[src/rtl/dwell_timer_pkg.sv]
// Shared types, mode encodings and sizing helpers for the multichannel dwell timer.
package dwell_timer_pkg;

  localparam logic MODE_ONESHOT = 1'b0;
  localparam logic MODE_RELOAD  = 1'b1;

  typedef enum logic {
    ST_IDLE = 1'b0,
    ST_RUN  = 1'b1
  } chan_state_e;

  // Prescaler counter width: enough bits to hold PRESCALE-1 with one bit of headroom.
  function automatic int unsigned presc_width(input int unsigned prescale);
    return 32'($clog2(prescale)) + 32'd1;
  endfunction

endpackage

[src/rtl/dwell_timer_chan.sv]
// One dwell-timer channel: down-counter, stored limit/mode, busy and done strobe.
module dwell_timer_chan
  import dwell_timer_pkg::*;
#(
  parameter int unsigned WIDTH = 16
) (
  input  logic             clk,
  input  logic             reset_n,
  input  logic             step,
  input  logic             load,
  input  logic             abort,
  input  logic             mode,
  input  logic [WIDTH-1:0] limit,
  output logic [WIDTH-1:0] q,
  output logic             busy,
  output logic             done
);

  localparam logic [WIDTH-1:0] ONE = WIDTH'(1);

  chan_state_e      state, state_nx;
  logic [WIDTH-1:0] cnt, cnt_nx;
  logic [WIDTH-1:0] lim_r, lim_nx;
  logic             mode_r, mode_nx;
  logic             done_r, done_nx;

  // State and datapath registers.
  always_ff @(posedge clk or negedge reset_n) begin
    if (!reset_n) begin
      state  <= ST_IDLE;
      cnt    <= '0;
      lim_r  <= '0;
      mode_r <= MODE_ONESHOT;
      done_r <= 1'b0;
    end else begin
      state  <= state_nx;
      cnt    <= cnt_nx;
      lim_r  <= lim_nx;
      mode_r <= mode_nx;
      done_r <= done_nx;
    end
  end

  // Next-state: abort beats load, load beats a tick decrement.
  always_comb begin
    state_nx = state;
    cnt_nx   = cnt;
    lim_nx   = lim_r;
    mode_nx  = mode_r;
    done_nx  = 1'b0;
    if (abort) begin
      state_nx = ST_IDLE;
      cnt_nx   = '0;
    end else if (load) begin
      if (limit != '0) begin
        state_nx = ST_RUN;
        cnt_nx   = limit;
        lim_nx   = limit;
        mode_nx  = mode;
      end else begin
        // Zero-length window: finishes immediately as a one-shot.
        state_nx = ST_IDLE;
        cnt_nx   = '0;
        done_nx  = 1'b1;
      end
    end else if ((state == ST_RUN) && step) begin
      if (cnt > ONE) begin
        cnt_nx = cnt - ONE;
      end else begin
        done_nx = 1'b1;
        if (mode_r == MODE_RELOAD) begin
          cnt_nx = lim_r;
        end else begin
          cnt_nx   = '0;
          state_nx = ST_IDLE;
        end
      end
    end
  end

  assign q    = cnt;
  assign busy = (state == ST_RUN);
  assign done = done_r;

endmodule

[src/rtl/multichan_dwell_timer.sv]
// NCH independent dwell timers sharing one prescaled count tick.
module multichan_dwell_timer
  import dwell_timer_pkg::*;
#(
  parameter int unsigned WIDTH    = 16,
  parameter int unsigned NCH      = 4,
  parameter int unsigned PRESCALE = 1
) (
  input  logic                 clk,
  input  logic                 reset_n,
  input  logic                 en,
  input  logic [NCH-1:0]       load,
  input  logic [NCH-1:0]       abort,
  input  logic [NCH-1:0]       mode,
  input  logic [NCH*WIDTH-1:0] limit,
  output logic [NCH*WIDTH-1:0] q,
  output logic [NCH-1:0]       busy,
  output logic [NCH-1:0]       done,
  output logic                 tick
);

  localparam int unsigned     PW      = presc_width(PRESCALE);
  localparam logic [PW-1:0]   PS_LAST = PW'(PRESCALE - 1);

  logic [PW-1:0] pcnt;
  logic          step_c;

  // Prescaler: counts enabled cycles, emits a registered tick every PRESCALE of them.
  always_ff @(posedge clk or negedge reset_n) begin
    if (!reset_n) begin
      pcnt <= '0;
      tick <= 1'b0;
    end else if (en) begin
      if (pcnt == PS_LAST) begin
        pcnt <= '0;
        tick <= 1'b1;
      end else begin
        pcnt <= pcnt + PW'(1);
        tick <= 1'b0;
      end
    end else begin
      tick <= 1'b0;
    end
  end

  // A tick only counts while the global enable is still high.
  assign step_c = tick & en;

  for (genvar i = 0; i < NCH; i++) begin : g_chan
    dwell_timer_chan #(
      .WIDTH (WIDTH)
    ) u_chan (
      .clk     (clk),
      .reset_n (reset_n),
      .step    (step_c),
      .load    (load[i]),
      .abort   (abort[i]),
      .mode    (mode[i]),
      .limit   (limit[i*WIDTH +: WIDTH]),
      .q       (q[i*WIDTH +: WIDTH]),
      .busy    (busy[i]),
      .done    (done[i])
    );
  end

endmodule

[config.mk]
export PLATFORM = sky130hd
export DESIGN_NAME = multichan_dwell_timer
export DESIGN_NICKNAME = d
export VERILOG_FILES = /design/src/rtl/dwell_timer_pkg.sv /design/src/rtl/dwell_timer_chan.sv /design/src/rtl/multichan_dwell_timer.sv
export SDC_FILE = /design/constraint.sdc
export NUM_CORES = 1
export LEC_CHECK = 0
export CORE_ASPECT_RATIO = 2
export CORE_UTILIZATION = 30
export DETAILED_ROUTE_END_ITERATION = 12
export GPL_ROUTABILITY_DRIVEN = 0
export PLACE_DENSITY_LB_ADDON = 0.12
export SLEW_MARGIN = 20
export SYNTH_ARGS = -nofsm -noshare
export SYNTH_HDL_FRONTEND = slang
export SYNTH_HIERARCHICAL = 1
export SYNTH_SLANG_ARGS = --single-unit
[constraint.sdc]
create_clock -name clk -period 2.8 [get_ports clk]
set_input_delay 0.42 -clock clk [delete_from_list [all_inputs] [get_ports clk]]
set_output_delay 0.42 -clock clk [all_outputs]
set_load 0.01 [all_outputs]
==> summary.md <==
| Metric | Value |
|---|---|
| Status | `finished, final reports clean` |
| Area Growth Syn to Fin | `35.2%` |
| DRC viols | `0` |
| Clk slew on worst S/H paths | `60 ps` |
| Sink Count | `141` |
| Total GRT Usage | `23.5%` |
| Cell variety after synth | `68` |
| Syn_nets | `1,047` |
| P per Cell Area | `589 nW/um2` |
| Rows | `85` |
| Hold_ws | `436 ps` |
| Count leader, synth | `nand2_1` |
| WL/cell | `21.3 um` |
| Clk pwr share | `36.7%` |
| Setup crit start | `g_chan[2].u_chan/q[4]` |
| Worst hold path class | `input pin to flop` |
| Global-route track usage on met2 | `44.6%` |
| Die W | `119 um` |
| Via count | `8,358` |
| Crit path DAT | `2710 ps` |
| Synth Instances | `960` |
| Share of cells above drive strength 1 | `11.9%` |
| Post-Synthesis Cell Area | `8280 um2` |
| Sequential power share | `38.2%` |
| Final #Nets | `1,236` |
| First DRT Iteration DRCs | `522` |
| Synthesized area per cell | `8.63 um2` |
| Peak Freq | `410 MHz` |
| Via count of the first global-routing pass | `8,801` |
| Initial Util | `30.7%` |
| Synth top area share | `42.6%` |
| Ant. Diodes | `0` |
| GRT met3 Usage | `3.88%` |
| Async SR Flop Fraction | `100%` |
| Layout Cells excl Fill | `1,510` |
| Clk_skew | `7.34 ps` |
| Crit start category | `flop` |
| Share of total power in combinational logic | `25.1%` |
| Post-route cell area | `11,200 um2` |
| Number of synthesized flops with an enable pin | `0` |
| Slew HR | `50.0%` |
| Routed Antenna Nets | `0` |
| Final HPWL DP | `24.4 mm` |
| Global route total overflow | `0` |
| LEAKAGE | `4.72 nW` |
| Top_reg_cell synth | `dfrtp_1` |
| Ports | `152` |
| CTS tree | `built` |
| Maximum vdd drop | `0.000408 V` |
| Register area share after synthesis | `42.6%` |
| PnR Total Power | `6.59 mW` |
| Core area | `27,000 um2` |
| Fin crit share | `87.1%` |
| Die footprint | `28,300 um2` |
| Post-synth top area cell | `dfrtp_1` |
| Crit. End Element | `flop` |
| Met1 GRT Util | `22.8%` |
| Die height | `237 um` |
| Total CTS buffers | `17` |
| Post_cts resized | `0` |
| Buffers added on ports | `151` |
| Reg2reg start | `g_chan[2].u_chan/q[4]` |
| WL final | `32.1 mm` |
| Slew Limit Fails | `0` |
| Crit path required time | `3080 ps` |
| Switch share | `32.0%` |
| First-pass GRT wire length | `49.9 mm` |
| Tmin final | `2440 ps` |
| Largest net degree at the start of global routing | `53` |
| Crit Path Class | `flop to flop` |
| Setup_tns | `0 ps` |
| H-tree depth | `4` |
| Post-synth top cells | `nand2_1, dfrtp_1, a21oi_1, nor2_1` |
| Flops & latches, synth | `141` |
| CP max FO | `10` |
| Initial DRT Pass Iterations | `5` |
| Clock buffer depth | `2` |
| Setup violations, final | `0` |
| Placed cell count | `1,477` |
| CTS root buf | `clkbuf_16` |
| Antenna violations before repair | `0` |
| Max-cap violation count | `0` |
| Sw power | `2.11 mW` |
| Internal Power | `4.48 mW` |
| Worst slack, placed | `220 ps` |
| Post-DR vias/cell | `5.54` |
| Clock latency on the worst-skew pair | `440 ps` |
| Dpl cell area | `10,600 um2` |
| Warnings, synthesis | `6` |
| Hold_sp | `en` |
| Unrepaired setup endpoints after global routing | `false` |
| GR peak layer | `met2` |
| Slack of the critical path | `362 ps` |
| Worst-Margin Slew | `747 ps` |
| Layout Utilization | `41.4%` |
| Hold Fails Final Rpt | `0` |
| Top post-synthesis cells by area | `dfrtp_1, nand2_1, a21oi_1, xor2_1, nand3_1` |
[path summary, 6_finish.rpt]
check                                             endpoint  slack, ps  cells after the start
max in group asynchronous                             tick       1640                      3
worst min register to register   g_chan[0].u_chan/lim_r[7]        470                      2
worst max register to register       g_chan[2].u_chan/done        360                      5
min in group asynchronous       g_chan[2].u_chan/lim_r[12]        460                      2
worst min-delay path                                  tick        440                      1
worst max-delay path                 g_chan[2].u_chan/done        360                      5
[cell type report]
class	count	area, um2
clock inverter	13	164
timing repair buffer	218	2080
sequential	141	3530
clock buffer	19	453
tap	348	435
inverter	14	52.6
fill	2786	15800
multi-input combinational	757	4480
[metal layers]
layer,up-vias,part of all wire (%),wire length [um]
met5,-,0,0
li1,3875,-,-
met4,0,5.9,1900
met1,4066,34,11000
met2,311,56,18000
met3,106,3.9,1240
[placed cells by master (no fill, tap or decap), drive strengths merged, types with 8 or more instances in the layout]
cell type,n
o211ai,9
nor4,23
a22oi,9
xor2,20
xnor2,19
buf,67
a31oi,20
nand3,34
a211oi,10
a221o,9
or3,14
nand2,243
clkdlybuf4s50,150
nand4,22
mux2,9
nor2,48
a21oi,47
clkbuf,19
nor3,37
dfrtp,141
and2,11
inv,16
o21ai,37
a21o,12
ha,8
[power groups by stage]
stage | logic (mW) | registers [mW] | clock network [mW]
floorplan | 0.868 | 2.51 | 0
global placement | 1.64 | 2.55 | 0
detailed placement | 1.65 | 2.55 | 0
CTS | 1.66 | 2.52 | 2.50
global route | 1.80 | 2.55 | 2.58
finish | 1.65 | 2.52 | 2.42
[logic make-up after synthesis]
logic type / Yosys count / share of synthesized area, %
adder cells (fa/ha/maj): 8 / 1.21
flip-flops: 141 / 42.6
buffers and inverters: 62 / 3.40
XOR/XNOR: 39 / 4.12
AO/OA/AOI/OAI: 218 / 18.3
AND/OR/NAND/NOR: 478 / 28.5
multiplexers: 14 / 1.83
[critical path, stage by stage, from the launching register on]
cell     delay [ps]
dfrtp_1         460
or3_1           470
or3_4           430
nor2_4          300
a31oi_1         140
nor3_1          460
[timing repair]
| action | in CTS | in global routing |
|---|---|---|
| buffers inserted | 0 | 0 |
| hold endpoints to repair | 42 | 0 |
| hold buffers | 1 | 0 |
[state kept, by name, indices dropped and copies added (netlist names)]
register              count
g_chan.u_chan/busy        4
g_chan.u_chan/done        4
g_chan.u_chan/lim_r      64
g_chan.u_chan/mode_r      4
g_chan.u_chan/q          64
tick                      1
Note: power is estimated with default switching activity, not from simulation.
